$ cat src/rtl/dm_dmi_responder_pkg.sv
// Shared types for the DMI-side debug module: register addresses, register
// layouts, DMI op codes and abstract-command error codes.
package dm_dmi_responder_pkg;

    localparam logic [6:0] ADDR_DATA0        = 7'h04;
    localparam logic [6:0] ADDR_DMCONTROL    = 7'h10;
    localparam logic [6:0] ADDR_DMSTATUS     = 7'h11;
    localparam logic [6:0] ADDR_HARTINFO     = 7'h12;
    localparam logic [6:0] ADDR_ABSTRACTCS   = 7'h16;
    localparam logic [6:0] ADDR_COMMAND      = 7'h17;
    localparam logic [6:0] ADDR_ABSTRACTAUTO = 7'h18;

    typedef enum logic [1:0] {
        DMI_NOP   = 2'd0,
        DMI_READ  = 2'd1,
        DMI_WRITE = 2'd2,
        DMI_RSVD  = 2'd3
    } dmi_op_e;

    typedef enum logic [2:0] {
        CMDERR_NONE       = 3'd0,
        CMDERR_BUSY       = 3'd1,
        CMDERR_NOTSUP     = 3'd2,
        CMDERR_EXCEPTION  = 3'd3,
        CMDERR_HALTRESUME = 3'd4
    } cmderr_e;

    typedef struct packed {
        logic        haltreq;
        logic        resumereq;
        logic [27:0] rsvd;
        logic        ndmreset;
        logic        dmactive;
    } dmcontrol_t;

    typedef struct packed {
        logic [13:0] rsvd_hi;
        logic        allresumeack;
        logic        anyresumeack;
        logic [3:0]  rsvd_mid;
        logic        allrunning;
        logic        anyrunning;
        logic        allhalted;
        logic        anyhalted;
        logic        authenticated;
        logic [2:0]  rsvd_lo;
        logic [3:0]  version;
    } dmstatus_t;

    typedef struct packed {
        logic [2:0]  rsvd_hi;
        logic [4:0]  progbufsize;
        logic [10:0] rsvd_mid;
        logic        busy;
        logic        rsvd_b11;
        logic [2:0]  cmderr;
        logic [3:0]  rsvd_lo;
        logic [3:0]  datacount;
    } abstractcs_t;

    typedef struct packed {
        logic [7:0]  cmdtype;
        logic        rsvd;
        logic [2:0]  aarsize;
        logic        aarpostincrement;
        logic        postexec;
        logic        transfer;
        logic        write;
        logic [15:0] regno;
    } command_t;

endpackage

$ cat src/rtl/dm_dmi_responder_abstract_fsm.sv
// Abstract command engine: validates Access Register commands, tracks busy
// and cmderr, and runs the ar_* request/done handshake with the hart.
module dm_abstract_fsm
    import dm_dmi_responder_pkg::*;
(
    input  logic        clk,
    input  logic        rst_n,
    input  logic        i_clear,
    input  logic        i_cmd_wr,
    input  logic [31:0] i_cmd,
    input  logic        i_autoexec,
    input  logic        i_cmderr_w1c,
    input  logic [2:0]  i_cmderr_clr,
    input  logic        i_data0_busy_wr,
    input  logic        i_halted,
    input  logic [31:0] i_data0,
    output logic        o_busy,
    output logic [2:0]  o_cmderr,
    output logic        o_data0_ld,
    output logic        o_ar_valid,
    output logic        o_ar_write,
    output logic [15:0] o_ar_regno,
    output logic [31:0] o_ar_wdata,
    input  logic        i_ar_done,
    input  logic        i_ar_err
);

    typedef enum logic {AB_IDLE, AB_BUSY} ab_state_e;

    ab_state_e   r_state;
    logic [2:0]  r_cmderr;
    logic        r_ar_valid;
    logic        r_ar_write;
    logic [15:0] r_ar_regno;
    logic [31:0] r_ar_wdata;
    command_t    r_last_cmd;

    logic        w_issue;
    command_t    w_cmd;
    logic        w_notsup;
    logic        w_unused;

    // autoexec replays the last command accepted through a command write
    assign w_issue  = i_cmd_wr || i_autoexec;
    assign w_cmd    = i_cmd_wr ? command_t'(i_cmd) : r_last_cmd;
    assign w_notsup = (w_cmd.cmdtype != 8'd0) || (w_cmd.aarsize != 3'd2) ||
                      w_cmd.postexec || w_cmd.aarpostincrement;
    assign w_unused = w_cmd.rsvd;

    always_ff @(posedge clk or negedge rst_n) begin
        if (!rst_n) begin
            r_state    <= AB_IDLE;
            r_cmderr   <= CMDERR_NONE;
            r_ar_valid <= 1'b0;
            r_ar_write <= 1'b0;
            r_ar_regno <= '0;
            r_ar_wdata <= '0;
            r_last_cmd <= '0;
        end else if (i_clear) begin
            r_state    <= AB_IDLE;
            r_cmderr   <= CMDERR_NONE;
            r_ar_valid <= 1'b0;
            r_ar_write <= 1'b0;
            r_ar_regno <= '0;
            r_ar_wdata <= '0;
            r_last_cmd <= '0;
        end else begin
            if (i_cmderr_w1c)
                r_cmderr <= r_cmderr & ~i_cmderr_clr;
            case (r_state)
                AB_IDLE: begin
                    if (w_issue && r_cmderr == CMDERR_NONE) begin
                        if (i_cmd_wr)
                            r_last_cmd <= command_t'(i_cmd);
                        if (w_notsup)
                            r_cmderr <= CMDERR_NOTSUP;
                        else if (w_cmd.transfer && !i_halted)
                            r_cmderr <= CMDERR_HALTRESUME;
                        else if (w_cmd.transfer) begin
                            r_state    <= AB_BUSY;
                            r_ar_valid <= 1'b1;
                            r_ar_write <= w_cmd.write;
                            r_ar_regno <= w_cmd.regno;
                            r_ar_wdata <= i_data0;
                        end
                    end
                end
                AB_BUSY: begin
                    if (i_ar_done) begin
                        r_state    <= AB_IDLE;
                        r_ar_valid <= 1'b0;
                        if (i_ar_err && r_cmderr == CMDERR_NONE)
                            r_cmderr <= CMDERR_EXCEPTION;
                    end else if ((i_cmd_wr || i_data0_busy_wr) && r_cmderr == CMDERR_NONE) begin
                        r_cmderr <= CMDERR_BUSY;
                    end
                end
                default: r_state <= AB_IDLE;
            endcase
        end
    end

    assign o_busy     = (r_state == AB_BUSY);
    assign o_cmderr   = r_cmderr;
    assign o_data0_ld = (r_state == AB_BUSY) && i_ar_done && !r_ar_write;
    assign o_ar_valid = r_ar_valid;
    assign o_ar_write = r_ar_write;
    assign o_ar_regno = r_ar_regno;
    assign o_ar_wdata = r_ar_wdata;

endmodule

$ cat src/rtl/dm_dmi_responder.sv
// DMI responder for a minimal single-hart debug module.
// Optional abstractauto register (data0 autoexec) enabled by DM_AUTOEXEC_EN.
module dm_dmi_responder
    import dm_dmi_responder_pkg::*;
#(
    parameter int          ABITS          = 7,
    parameter logic [31:0] HARTINFO_VALUE = 32'h0
) (
    input  logic             clk,
    input  logic             rst_n,
    input  logic             dmi_start,
    input  logic [1:0]       dmi_op,
    input  logic [ABITS-1:0] dmi_address,
    input  logic [31:0]      dmi_data_i,
    output logic [31:0]      dmi_data_o,
    output logic             dmi_finish,
    output logic             dmactive,
    output logic             ndmreset,
    output logic             haltreq,
    output logic             resumereq,
    input  logic             halted,
    input  logic             resumeack,
    output logic             ar_valid,
    output logic             ar_write,
    output logic [15:0]      ar_regno,
    output logic [31:0]      ar_wdata,
    input  logic [31:0]      ar_rdata,
    input  logic             ar_done,
    input  logic             ar_err
);

    typedef enum logic [1:0] {S_IDLE, S_ACCESS, S_RESPOND} dmi_state_e;

    dmi_state_e       r_state;
    logic [1:0]       r_op;
    logic [ABITS-1:0] r_addr;
    logic [31:0]      r_wdata;
    logic [31:0]      r_rdata;
    logic             r_finish;
    logic             r_dmactive;
    logic             r_ndmreset;
    logic             r_haltreq;
    logic             r_resumereq;
    logic             r_resumeack;
    logic [31:0]      r_data0;

    logic             w_rd;
    logic             w_wr;
    logic             w_busy;
    logic [2:0]       w_cmderr;
    logic             w_data0_ld;
    logic             w_autoexec;
    logic [31:0]      w_auto_rd;
    logic [31:0]      w_rdata;
    dmcontrol_t       w_dmc;
    dmstatus_t        w_dmstatus;
    abstractcs_t      w_abstractcs;
    logic             w_unused;

    assign w_rd     = (r_state == S_ACCESS) && (r_op == DMI_READ);
    assign w_wr     = (r_state == S_ACCESS) && (r_op == DMI_WRITE);
    assign w_dmc    = dmcontrol_t'(r_wdata);
    assign w_unused = ^w_dmc.rsvd;

    always_comb begin
        w_dmstatus               = '0;
        w_dmstatus.version       = 4'd2;
        w_dmstatus.authenticated = 1'b1;
        w_dmstatus.anyhalted     = halted;
        w_dmstatus.allhalted     = halted;
        w_dmstatus.anyrunning    = !halted;
        w_dmstatus.allrunning    = !halted;
        w_dmstatus.anyresumeack  = r_resumeack;
        w_dmstatus.allresumeack  = r_resumeack;
        w_abstractcs             = '0;
        w_abstractcs.datacount   = 4'd1;
        w_abstractcs.cmderr      = w_cmderr;
        w_abstractcs.busy        = w_busy;
    end

    always_comb begin
        w_rdata = '0;
        case (r_addr)
            ABITS'(ADDR_DATA0):        w_rdata = r_data0;
            ABITS'(ADDR_DMCONTROL):    w_rdata = {r_haltreq, r_resumereq, 28'd0, r_ndmreset, r_dmactive};
            ABITS'(ADDR_DMSTATUS):     w_rdata = w_dmstatus;
            ABITS'(ADDR_HARTINFO):     w_rdata = HARTINFO_VALUE;
            ABITS'(ADDR_ABSTRACTCS):   w_rdata = w_abstractcs;
            ABITS'(ADDR_ABSTRACTAUTO): w_rdata = w_auto_rd;
            default:                   w_rdata = '0;
        endcase
    end

`ifdef DM_AUTOEXEC_EN
    logic r_autoexecdata;
    logic r_auto_pend;

    // fire one cycle after the data0 access so a written data0 is what gets sent
    always_ff @(posedge clk or negedge rst_n) begin
        if (!rst_n) begin
            r_autoexecdata <= 1'b0;
            r_auto_pend    <= 1'b0;
        end else if (!r_dmactive) begin
            r_autoexecdata <= 1'b0;
            r_auto_pend    <= 1'b0;
        end else begin
            if (w_wr && r_addr == ABITS'(ADDR_ABSTRACTAUTO))
                r_autoexecdata <= r_wdata[0];
            r_auto_pend <= (w_rd || w_wr) && (r_addr == ABITS'(ADDR_DATA0)) &&
                           r_autoexecdata && !w_busy;
        end
    end

    assign w_autoexec = r_auto_pend;
    assign w_auto_rd  = {31'd0, r_autoexecdata};
`else
    assign w_autoexec = 1'b0;
    assign w_auto_rd  = '0;
`endif

    always_ff @(posedge clk or negedge rst_n) begin
        if (!rst_n) begin
            r_state     <= S_IDLE;
            r_op        <= '0;
            r_addr      <= '0;
            r_wdata     <= '0;
            r_rdata     <= '0;
            r_finish    <= 1'b0;
            r_dmactive  <= 1'b0;
            r_ndmreset  <= 1'b0;
            r_haltreq   <= 1'b0;
            r_resumereq <= 1'b0;
            r_resumeack <= 1'b0;
            r_data0     <= '0;
        end else begin
            r_finish <= 1'b0;
            case (r_state)
                S_IDLE: begin
                    if (dmi_start) begin
                        r_op    <= dmi_op;
                        r_addr  <= dmi_address;
                        r_wdata <= dmi_data_i;
                        r_state <= S_ACCESS;
                    end
                end
                S_ACCESS: begin
                    r_rdata  <= w_rd ? w_rdata : '0;
                    r_finish <= 1'b1;
                    r_state  <= S_RESPOND;
                end
                S_RESPOND: r_state <= S_IDLE;
                default:   r_state <= S_IDLE;
            endcase

            if (r_dmactive && resumeack) begin
                r_resumereq <= 1'b0;
                r_resumeack <= 1'b1;
            end

            if (w_wr && r_addr == ABITS'(ADDR_DMCONTROL)) begin
                r_dmactive <= w_dmc.dmactive;
                if (!w_dmc.dmactive) begin
                    r_ndmreset  <= 1'b0;
                    r_haltreq   <= 1'b0;
                    r_resumereq <= 1'b0;
                    r_resumeack <= 1'b0;
                end else begin
                    r_ndmreset <= w_dmc.ndmreset;
                    r_haltreq  <= w_dmc.haltreq;
                    // haltreq takes priority over a simultaneous resumereq
                    if (w_dmc.resumereq && !w_dmc.haltreq) begin
                        r_resumereq <= 1'b1;
                        r_resumeack <= 1'b0;
                    end
                end
            end

            if (!r_dmactive)
                r_data0 <= '0;
            else if (w_data0_ld)
                r_data0 <= ar_rdata;
            else if (w_wr && r_addr == ABITS'(ADDR_DATA0) && !w_busy)
                r_data0 <= r_wdata;
        end
    end

    dm_abstract_fsm u_abs (
        .clk             (clk),
        .rst_n           (rst_n),
        .i_clear         (!r_dmactive),
        .i_cmd_wr        (w_wr && r_addr == ABITS'(ADDR_COMMAND)),
        .i_cmd           (r_wdata),
        .i_autoexec      (w_autoexec),
        .i_cmderr_w1c    (w_wr && r_addr == ABITS'(ADDR_ABSTRACTCS)),
        .i_cmderr_clr    (r_wdata[10:8]),
        .i_data0_busy_wr (w_wr && r_addr == ABITS'(ADDR_DATA0) && w_busy),
        .i_halted        (halted),
        .i_data0         (r_data0),
        .o_busy          (w_busy),
        .o_cmderr        (w_cmderr),
        .o_data0_ld      (w_data0_ld),
        .o_ar_valid      (ar_valid),
        .o_ar_write      (ar_write),
        .o_ar_regno      (ar_regno),
        .o_ar_wdata      (ar_wdata),
        .i_ar_done       (ar_done),
        .i_ar_err        (ar_err)
    );

    assign dmi_data_o = r_rdata;
    assign dmi_finish = r_finish;
    assign dmactive   = r_dmactive;
    assign ndmreset   = r_ndmreset;
    assign haltreq    = r_haltreq;
    assign resumereq  = r_resumereq;

endmodule

$ cat config.mk
export PLATFORM = sky130hd
export DESIGN_NAME = dm_dmi_responder
export DESIGN_NICKNAME = d
export VERILOG_FILES = /design/src/rtl/dm_dmi_responder_pkg.sv /design/src/rtl/dm_dmi_responder_abstract_fsm.sv /design/src/rtl/dm_dmi_responder.sv
export SDC_FILE = /design/constraint.sdc
export NUM_CORES = 1
export LEC_CHECK = 0
export ABC_AREA = 1
export CAP_MARGIN = 20
export CORE_ASPECT_RATIO = 0.6
export CORE_MARGIN = 2
export CORE_UTILIZATION = 50
export DETAILED_ROUTE_END_ITERATION = 12
export PLACE_DENSITY = 0.73
export SLEW_MARGIN = 20
export SYNTH_ARGS = -nofsm -noshare
export SYNTH_HDL_FRONTEND = slang
export SYNTH_SLANG_ARGS = --single-unit
$ cat constraint.sdc
create_clock -name clk -period 3.05 [get_ports clk]
set_clock_uncertainty 0.2 [all_clocks]
set_input_delay 0.305 -clock clk [delete_from_list [all_inputs] [get_ports clk]]
set_output_delay 0.305 -clock clk [all_outputs]
set_load 0.05 [all_outputs]
==> impl_metrics.yaml, run 1 <==
synthesis:
  synth_area_leader_cell: "dfrtp_1"
  synth_compound_area_share_pct: 13.1
  synth_seq_cells: 198
  synth.area.mux_share_pct: 0
  synth_edf_count: 0
  synth_nets: 1144
  syn_inst: 1064
  syn_avg_cell_area_um2: 8.43
  synthFlopType: "dfrtp_1"
  yosys_warnings: 0
  synth.distinct_cells: 34
  synth_top_family_by_area: "simple AND/OR/NAND/NOR gates"
  yosys.area.top_type_share_pct: 55.3
  async_flop_share_pct: 100
  synthTopCellsByArea: "dfrtp_1 (55%), nand2_1 (10%), o21ai_0 (8.1%)"
  yosys.area_share.simple_pct: 23.2
  ys_top_cells_by_count: "nand2_1 (246), dfrtp_1 (198), o21ai_0 (146)"
  yosysSeqAreaShare_pct: 55.3
  synthMostInstantiatedCell: "nand2_1"
  netlist_area_mm2: 0.00897
  yosys.area_share.adder_pct: 0
  synth_xor_area_share_pct: 0
cts:
  clkSlewWorstSetupHoldPaths_ns: 0.08
  clockBufferDepth: 2
  cts_buffers: 17
  holdBufCountCts: 1
  cts_tree: "built"
  post_cts_resize_count: 0
  root_buffer: "clkbuf_16"
  cts_setup_buffers: 0
  cts_num_sinks: 198
  clock_latency_ns: 0.44
  h-tree-depth: 4
worst_setup_path:
  worstSetupStartpoint: "r_addr[6]"
  r2r_slack_ns: 0.35
  path_cells: "inv_1 > nand2_1 > nor2_1 > nand3_4 > nor2_4 > nand2_2 > nor3_4 > buf_4 > nand4_1 > nand2_1"
  start_kind: "flip-flop"
  reg2reg_depth: 10
  cp.required_ns: 3.22
  cp_slowest_cell: "buf_4"
  worstReg2RegStart: "r_addr[6]"
  crit_top_cell: "nand2_1"
  cp.arrival_ns: 2.87
  crit_type: "reg2reg"
  critical_path_depth: 10
  critPathCapture: "u_abs.o_ar_wdata[11]"
  critPathBufInv: 2
  crit_family: "simple AND/OR/NAND/NOR gates"
  slowest_delay_ns: 0.50
  crit_path_end_kind: "flip-flop"
  worstPathMaxFanout: 49
  r2r_end: "u_abs.o_ar_wdata[11]"
outcome:
  status: "complete, no violations"
power:
  p_comb_share_pct: 12.8
  ir_drop_v: 0.000397
  power_density_mw_per_mm2: 513
  power.leakage_uw: 0.00522
  clockPowerShare_pct: 37.1
  internal-power_uw: 4100
  switchingPower_uw: 1760
  sw_frac_of_total_pct: 30.0
  seqPwrFrac_pct: 50.0
timing:
  slew_violations: 0
  tns_ns: 0
  finalSetupViolCount: 0
  worst_pin_slew_ns: 0.890
  fin_crit_sh_pct: 88.6
  hold_viol: 0
  rsz0062_at_grt: "no"
  max-slew-margin-rel_pct: 40.7
  fin_ws_ns: 0.348
  fmax_mhz: 370
  period_needed_ns: 2.70
placed_design:
  pre_cts_slack_ns: 0.381
  dp_hpwl_um: 17900
  portBuffers: 166
  place_congestion: 0.883
grt:
  busiest_layer: "met1"
  grtUsageTotal_pct: 28.1
  gr-usage-met2_pct: 38.7
  grt_max_degree: 92
  grt_pass1_vias: 7521
  grt_pass1_wl_um: 40800
  antenna_found_initial: 1
  grt.overflow.total: 0
  grtUsageMet3_pct: 7.52
  grt_util_met1_pct: 43.9
routing:
  ant_nets: 0
  drc: 0
  viasPerCell: 5.51
  vias: 7988
  drt_iter0_drc: 795
  wire_per_inst_um: 17.6
  drt_wl_total_um: 25600
  first_pass_iters: 5
floorplan:
  core_area_mm2: 0.0174
  initial_utilization_pct: 51.6
  die_x_um: 177
  dieArea_mm2: 0.0191
  fp.dieH_um: 108
  rows: 37
  ios: 167
finish:
  drive_above_1_share_pct: 5.59
  diodes: 0
  nNetsFinal: 1284
  fill_cells: 1533
  area_growth_pct: 27.4
worst_hold_path:
  worstHoldPathType: "in2reg"
  hold_depth: 3
job:
  drv_cap: 0
==> cell families after synthesis <==
group,after synthesis
AOI/OAI and AO/OA,208
buffers and inverters,189
DFF,198
and+or+nand+nor,469
==> how the worst min path moves through the flow <==
stage | slack (ns) | from | to
global route | 0.21 | dmi_op[1] | r_op[1]
detailed placement | 0.23 | rst_n | dmi_data_o[24]
global placement | 0.23 | rst_n | dmi_data_o[24]
floorplan | -0.19 | rst_n | dmactive
finish | 0.21 | dmi_op[1] | r_op[1]
CTS | 0.20 | dmi_op[1] | r_op[1]
==> final cells by class <==
class	count	area (um^2)	area share, %
Tap cell	234	293	2.56
Clock buffer	17	425	3.73
Sequential cell	198	4960	43.4
Timing Repair Buffer	187	1880	16.4
Multi-Input combinational cell	677	3270	28.6
Clock inverter	14	138	1.21
Inverter	123	462	4.04
==> flip-flops by register name (all words and copies together) (netlist names), 2 cells and up <==
name              cells
u_abs.o_ar_regno     16
r_data0              32
u_abs.r_last_cmd     31
r_wdata              32
u_abs.o_ar_wdata     32
r_state               2
u_abs.o_cmderr        3
r_op                  2
dmi_data_o           32
r_addr                7
==> power groups by stage <==
stage / sequential, uW / clock [uW] / combinational, uW
finish: 2930 / 2180 / 753
floorplan: 2930 / 0 / 369
global route: 2940 / 2310 / 833
detailed placement: 2970 / 0 / 741
CTS: 2920 / 2210 / 746
global placement: 2970 / 0 / 732
==> worst reg2reg max path, stage by stage (launching register included) <==
cell,delay (ns)
dfrtp_1,0.38
inv_1,0.09
nand2_1,0.05
nor2_1,0.20
nand3_4,0.29
nor2_4,0.32
nand2_2,0.12
nor3_4,0.15
buf_4,0.51
nand4_1,0.21
nand2_1,0.13
==> metal layers <==
metal  wire (um)  vias up
li1            -     3799
met5           0        -
met2       10500      319
met1       12600     3850
met3        2240       20
met4         295        0
==> placed cells by master (no fill, tap or decap), types with 17 or more instances in the layout <==
cell             instances
nand2_1                245
dfrtp_1                197
inv_1                  121
a211oi_1                17
clkdlybuf4s50_1        165
nand4_1                 34
nor2_1                  46
nand3_1                125
o21ai_0                146
clkbuf_16               17
==> stage by stage <==
stage / std cells / power, uW / util (%) / instance area (um^2) / hold slack, ns
4_1_cts: 1450 / 5870 / 65.8 / 11400 / 0.202
5_1_grt: 1450 / 6090 / 65.8 / 11400 / 0.207
3_5_place_dp: 1418 / 3720 / 62.5 / 10800 / 0.229
3_3_place_gp: 1418 / 3700 / 62.5 / 10800 / 0.230
6_report: 1450 / 5860 / 65.8 / 11400 / 0.212
2_1_floorplan: 1064 / 3300 / - / 8970 / -0.191
Power figures use the tool's default switching activity.
==> run 2: changes to the inputs <==
- SYNTH_HIERARCHICAL: not set -> 1
==> run 2 against run 1 <==
Compared with the run above: wire length up 1.9%; worst setup slack worse by 0.12 ns; die area up 1.7%; sequential power up 3%; sequential share of layout area down 0.77 points; worst hold slack worse by 0.059 ns; first-iteration DRC count down 12%; clock power down 2%; final cell count up 4.6%; via count up 3.0%; largest cell class unchanged; highest routed layer unchanged.
==> impl_metrics.yaml, run 2 <==
outcome:
  status: "complete, no violations"
timing:
  period_needed_ns: 2.82
  finalSetupViolCount: 0
  max-slew-margin-rel_pct: 44.4
  worst_pin_slew_ns: 0.832
  hold_viol: 0
  fmax_mhz: 354
  tns_ns: 0
  rsz0062_at_grt: "no"
  fin_crit_sh_pct: 92.5
  slew_violations: 0
power:
  seqPwrFrac_pct: 47.9
  internal-power_uw: 4240
  power_density_mw_per_mm2: 540
  clockPowerShare_pct: 34.0
  switchingPower_uw: 2030
  power.leakage_uw: 0.00565
  power.total_uw: 6270
  ir_drop_v: 0.000388
  sw_frac_of_total_pct: 32.4
  p_comb_share_pct: 18.1
worst_hold_path:
  worstHoldPathType: "in2async"
cts:
  cts_setup_buffers: 0
  cts_buffers: 17
  root_buffer: "clkbuf_16"
  cts_tree: "built"
  clock_latency_ns: 0.44
  cts_num_sinks: 198
  clkSlewWorstSetupHoldPaths_ns: 0.08
  clockBufferDepth: 2
  h-tree-depth: 4
finish:
  area_growth_pct: 27.3
  diodes: 0
  nNetsFinal: 1346
  fin_util_pct: 64.6
  fin_area_mm2: 0.0116
  multi_input_area_mm2: 0.00365
  drive_above_1_share_pct: 7.20
  fill_cells: 1488
  seqCellArea_mm2: 0.00495
  layout_common_cells: "nand2_1 (447), dfrtp_1 (198), clkdlybuf4s50_1 (165)"
  layout_commonest_cell: "nand2_1"
routing:
  ant_nets: 0
  drt_wl_total_um: 26100
  vias: 8226
  viasPerCell: 5.42
  first_pass_iters: 5
  drc: 0
  wire_per_inst_um: 17.2
  drt_iter0_drc: 696
synthesis:
  synthMostInstantiatedCell: "nand2_1"
  synthFlopType: "dfrtp_1"
  synth_xor_area_share_pct: 0
  yosys_warnings: 6
  yosys.area.top_type_share_pct: 54.3
  yosysSeqAreaShare_pct: 54.3
  synth_top_family_by_area: "simple AND/OR/NAND/NOR gates"
  ys_top_cells_by_count: "nand2_1 (447), dfrtp_1 (198), nand3_1 (107)"
  async_flop_share_pct: 100
  yosys.area_share.adder_pct: 0
  synth.area.mux_share_pct: 3.29
  synthTopCellsByArea: "dfrtp_1 (54%), nand2_1 (18%), nand3_1 (5.9%)"
  syn_avg_cell_area_um2: 8.18
  synth_edf_count: 0
  syn_inst: 1115
  synth.distinct_cells: 31
  synth_nets: 1195
  synth_seq_cells: 198
  yosys.area_share.simple_pct: 30.9
  synth_compound_area_share_pct: 5.43
  netlist_area_mm2: 0.00913
  synth_area_leader_cell: "dfrtp_1"
placed_design:
  place_congestion: 0.869
  placed_cell_area_mm2: 0.0110
  portBuffers: 166
  dp_hpwl_um: 18000
floorplan:
  fp.dieH_um: 109
  die_x_um: 178
  initial_utilization_pct: 50.8
  rows: 38
  ios: 167
  core_area_mm2: 0.0180
  dieArea_mm2: 0.0194
worst_setup_path:
  crit_path_end_kind: "flip-flop"
  cp.arrival_ns: 2.95
  worstPathMaxFanout: 37
  crit_type: "reg2reg"
  start_kind: "flip-flop"
  cp.required_ns: 3.18
grt:
  antenna_found_initial: 0
  grt_max_degree: 63
  grtUsageTotal_pct: 28.0
  grt.overflow.total: 0
  grt_pass1_wl_um: 41600
  grt_pass1_vias: 7698
job:
  drv_cap: 0
==> run 2: cell count changes after synthesis, sizes merged, moves of 17 or more <==
cell	change
inv	-66
nand3	-19
a211oi	-17
nand2	+212
o21ai	-81
mux2i	+30
==> run 2: final cells by class <==
class,instances,area share (%)
Timing Repair Buffer,196,16.8
Inverter,58,1.87
Clock inverter,13,1.01
Sequential cell,198,42.7
Clock buffer,17,3.66
Tap cell,240,2.59
Multi-Input combinational cell,795,31.4
==> run 2: power by group through the flow <==
stage / sequential [uW] / clock, uW / combinational [uW]
final: 3010 / 2130 / 1140
after global routing: 3030 / 2260 / 1260
after CTS: 3000 / 2150 / 1130
after detailed placement: 3050 / 0 / 1120
after global placement: 3050 / 0 / 1110
after floorplan: 3030 / 0 / 645
==> run 2: critical path: stages, from the launching register on <==
cell and delay, ns:
dfrtp_1 0.36, inv_1 0.11, nand2_1 0.10, nor2_4 0.18
nand2_1 0.13, nor4_4 0.22, inv_2 0.18, o21ai_1 0.27
nand3_1 0.14, nor2_1 0.18, nand3_1 0.11, nand2_2 0.09
nand2_2 0.08, buf_12 0.19, nand2_1 0.09, nand2_1 0.05
==> run 2: logic make-up after synthesis <==
kind of cell    after synthesis
compound gates               95
buf+inv                     122
flops                       198
mux                          30
other cells                   1
simple gates                669
==> run 2: what timing repair did <==
action                     CTS  global route
setup endpoints to repair    0            11
hold buffers                 1             0
hold endpoints to repair    77             0
gates resized for setup      0             2
==> run 2: through the flow <==
| step | cells | hold slack, ns | worst slack (ns) |
|---|---|---|---|
| after floorplan | 1115 | -0.191 | 0.298 |
| after global routing | 1517 | 0.182 | 0.0394 |
| after global placement | 1486 | 0.0598 | 0.345 |
| after detailed placement | 1486 | 0.0587 | 0.299 |
| final | 1517 | 0.153 | 0.228 |
| after CTS | 1517 | 0.159 | 0.224 |
==> run 2: path summary, 6_finish.rpt <==
| kind | start | to | slack (ns) | cells past startpoint |
|---|---|---|---|---|
| max in group asynchronous | rst_n | u_abs/o_ar_wdata[30] | 1.57 | 3 |
| worst min-delay path | rst_n | u_abs/o_ar_regno[6] | 0.15 | 2 |
| worst max register to register | r_op[0] | u_abs/o_ar_wdata[10] | 0.23 | 15 |
| min in group clk | dmi_data_i[19] | r_wdata[19] | 0.20 | 3 |
| worst min register to register | u_abs/o_ar_wdata[5] | u_abs/o_ar_wdata[5] | 0.27 | 2 |
| worst max-delay path | r_op[0] | u_abs/o_ar_wdata[10] | 0.23 | 15 |
==> run 2: layer usage <==
metal  GRT usage [%]  part of all wire, %
met1            42.7                   47
met2            40.8                   43
met3            5.65                  7.5
met4            7.55                  2.1
met5               0                    0
==> run 3: changes to the inputs <==
- CORE_MARGIN: 2 -> 5
==> run 3 against run 2 <==
Compared with the run above: worst setup slack better by 0.037 ns; core utilization about the same; largest power group unchanged; critical path depth is the same; critical path type unchanged; critical endpoint is now u_abs/o_ar_wdata[11]; largest cell class unchanged.
==> impl_metrics.yaml, run 3 (same netlist as run 2, synthesis figures left out) <==
power:
  seqPwrFrac_pct: 47.4
  ir_drop_v: 0.000412
  clockPowerShare_pct: 34.6
  internal-power_uw: 4260
  power_density_mw_per_mm2: 543
  power.leakage_uw: 0.00566
  switchingPower_uw: 2060
  p_comb_share_pct: 18.0
  sw_frac_of_total_pct: 32.6
cts:
  clock_latency_ns: 0.43
  root_buffer: "clkbuf_16"
  cts_num_sinks: 198
  cts_tree: "built"
  cts_buffers: 17
  h-tree-depth: 4
  clkSlewWorstSetupHoldPaths_ns: 0.08
  cts_setup_buffers: 0
  clockBufferDepth: 2
worst_setup_path:
  cp_slowest_cell: "dfrtp_1"
  cp.required_ns: 3.17
  reg2reg_depth: 15
  start_kind: "flip-flop"
  critPathBufInv: 2
  crit_family: "simple AND/OR/NAND/NOR gates"
  worstPathMaxFanout: 41
  worstSetupStartpoint: "r_op[1]"
  crit_type: "reg2reg"
  r2r_slack_ns: 0.26
  critical_path_depth: 15
  path_cells: "nand2_1 > nor2_4 > nand2_1 > nor4_4 > buf_6 > nand2_1 > o21ai_1 > nand2_1 > nor2_1 > nand3_1 > nand2_2 > nand2_2 > buf_12 > nand2_1 > nand2_1"
  crit_path_end_kind: "flip-flop"
  slowest_delay_ns: 0.46
  crit_top_cell: "nand2_1"
  cp.arrival_ns: 2.90
  worstReg2RegStart: "r_op[1]"
  r2r_end: "u_abs/o_ar_wdata[11]"
  critPathCapture: "u_abs/o_ar_wdata[11]"
grt:
  grt_max_degree: 71
  grt_pass1_vias: 8110
  grtUsageTotal_pct: 26.0
  grt_pass1_wl_um: 43700
  antenna_found_initial: 0
  grt.overflow.total: 0
placed_design:
  placed_cell_area_mm2: 0.0111
  pre_cts_slack_ns: 0.241
  place_congestion: 0.905
  portBuffers: 166
  dp_hpwl_um: 18600
routing:
  met2_length_um: 11800
  wire_per_inst_um: 17.7
  highest_layer: "met4"
  routedLengthMet1_um: 12400
  met3WireLength_um: 2140
  ant_nets: 0
  drt_wl_total_um: 26800
  drt_iter0_drc: 858
  drc: 0
  first_pass_iters: 5
  viasPerCell: 5.44
  vias: 8259
timing:
  worst_pin_slew_ns: 0.596
  fmax_mhz: 359
  tns_ns: 0
  hold_viol: 0
  rsz0062_at_grt: "no"
  max-slew-margin-rel_pct: 60.2
  fin_crit_sh_pct: 91.3
  slew_violations: 0
  period_needed_ns: 2.79
  finalSetupViolCount: 0
  fin_ws_ns: 0.265
finish:
  layout_commonest_cell: "nand2_1"
  nNetsFinal: 1346
  multi_input_area_mm2: 0.00365
  layout_common_cells: "nand2_1 (447), dfrtp_1 (198), clkdlybuf4s50_1 (165)"
  diodes: 0
  fill_cells: 1548
  seqCellArea_mm2: 0.00495
  drive_above_1_share_pct: 7.35
  fin_area_mm2: 0.0116
  area_growth_pct: 27.7
floorplan:
  ios: 167
  core_area_mm2: 0.0180
  die_x_um: 184
  dieArea_mm2: 0.0211
  initial_utilization_pct: 50.6
  fp.dieH_um: 115
  rows: 38
outcome:
  status: "complete, no violations"
worst_hold_path:
  worstHoldPathType: "in2reg"
job:
  drv_cap: 0
run 3: worst min-delay path: stages:
cell and delay [ns]:
clkdlybuf4s50_1 0.39, nand2_1 0.06, nand2_1 0.04
run 3: per-stage QoR:
step | total power, uW | instances | util, % | hold slack [ns]
2_1_floorplan | 3670 | 1115 | - | -0.191
3_3_place_gp | 4150 | 1486 | 61.4 | 0.159
3_5_place_dp | 4170 | 1486 | 61.4 | 0.162
4_1_cts | 6330 | 1519 | 64.6 | 0.188
5_1_grt | 6590 | 1519 | 64.6 | 0.217
6_report | 6320 | 1519 | 64.6 | 0.202
run 3: layout make-up:
cell class | instances | share of cell area [%]
Clock buffer | 17 | 3.65
Multi-Input combinational cell | 795 | 31.4
Sequential cell | 198 | 42.5
Inverter | 58 | 1.87
Timing Repair Buffer | 196 | 16.8
Clock inverter | 15 | 1.19
Tap cell | 240 | 2.58
run 3: power groups by stage:
stage / Clock [uW] / Combinational [uW] / Sequential (uW)
floorplan: 0 / 645 / 3030
global placement: 0 / 1110 / 3040
detailed placement: 0 / 1120 / 3050
CTS: 2210 / 1130 / 3000
global route: 2320 / 1260 / 3020
finish: 2190 / 1140 / 3000
run 3: routing by layer:
layer	up-vias	global-route usage, %
met5	-	0
met4	0	6.60
met3	36	4.92
met2	358	38.7
met1	3975	39.5
li1	3890	-
run 3: worst min path at each step:
stage,start,to,slack (ns),depth (start not counted)
floorplan,rst_n,dmactive,-0.19,0
CTS,dmi_data_i[25],r_wdata[25],0.19,3
global route,dmi_data_i[18],r_wdata[18],0.22,3
finish,dmi_data_i[25],r_wdata[25],0.20,3
detailed placement,rst_n,r_wdata[21],0.16,1
global placement,rst_n,r_wdata[21],0.16,1
run 3: repair_timing:
action	CTS	global route
hold endpoints to repair	67	0
gates resized for setup	0	2
endpoints found under the setup margin	0	46
hold buffers	1	0
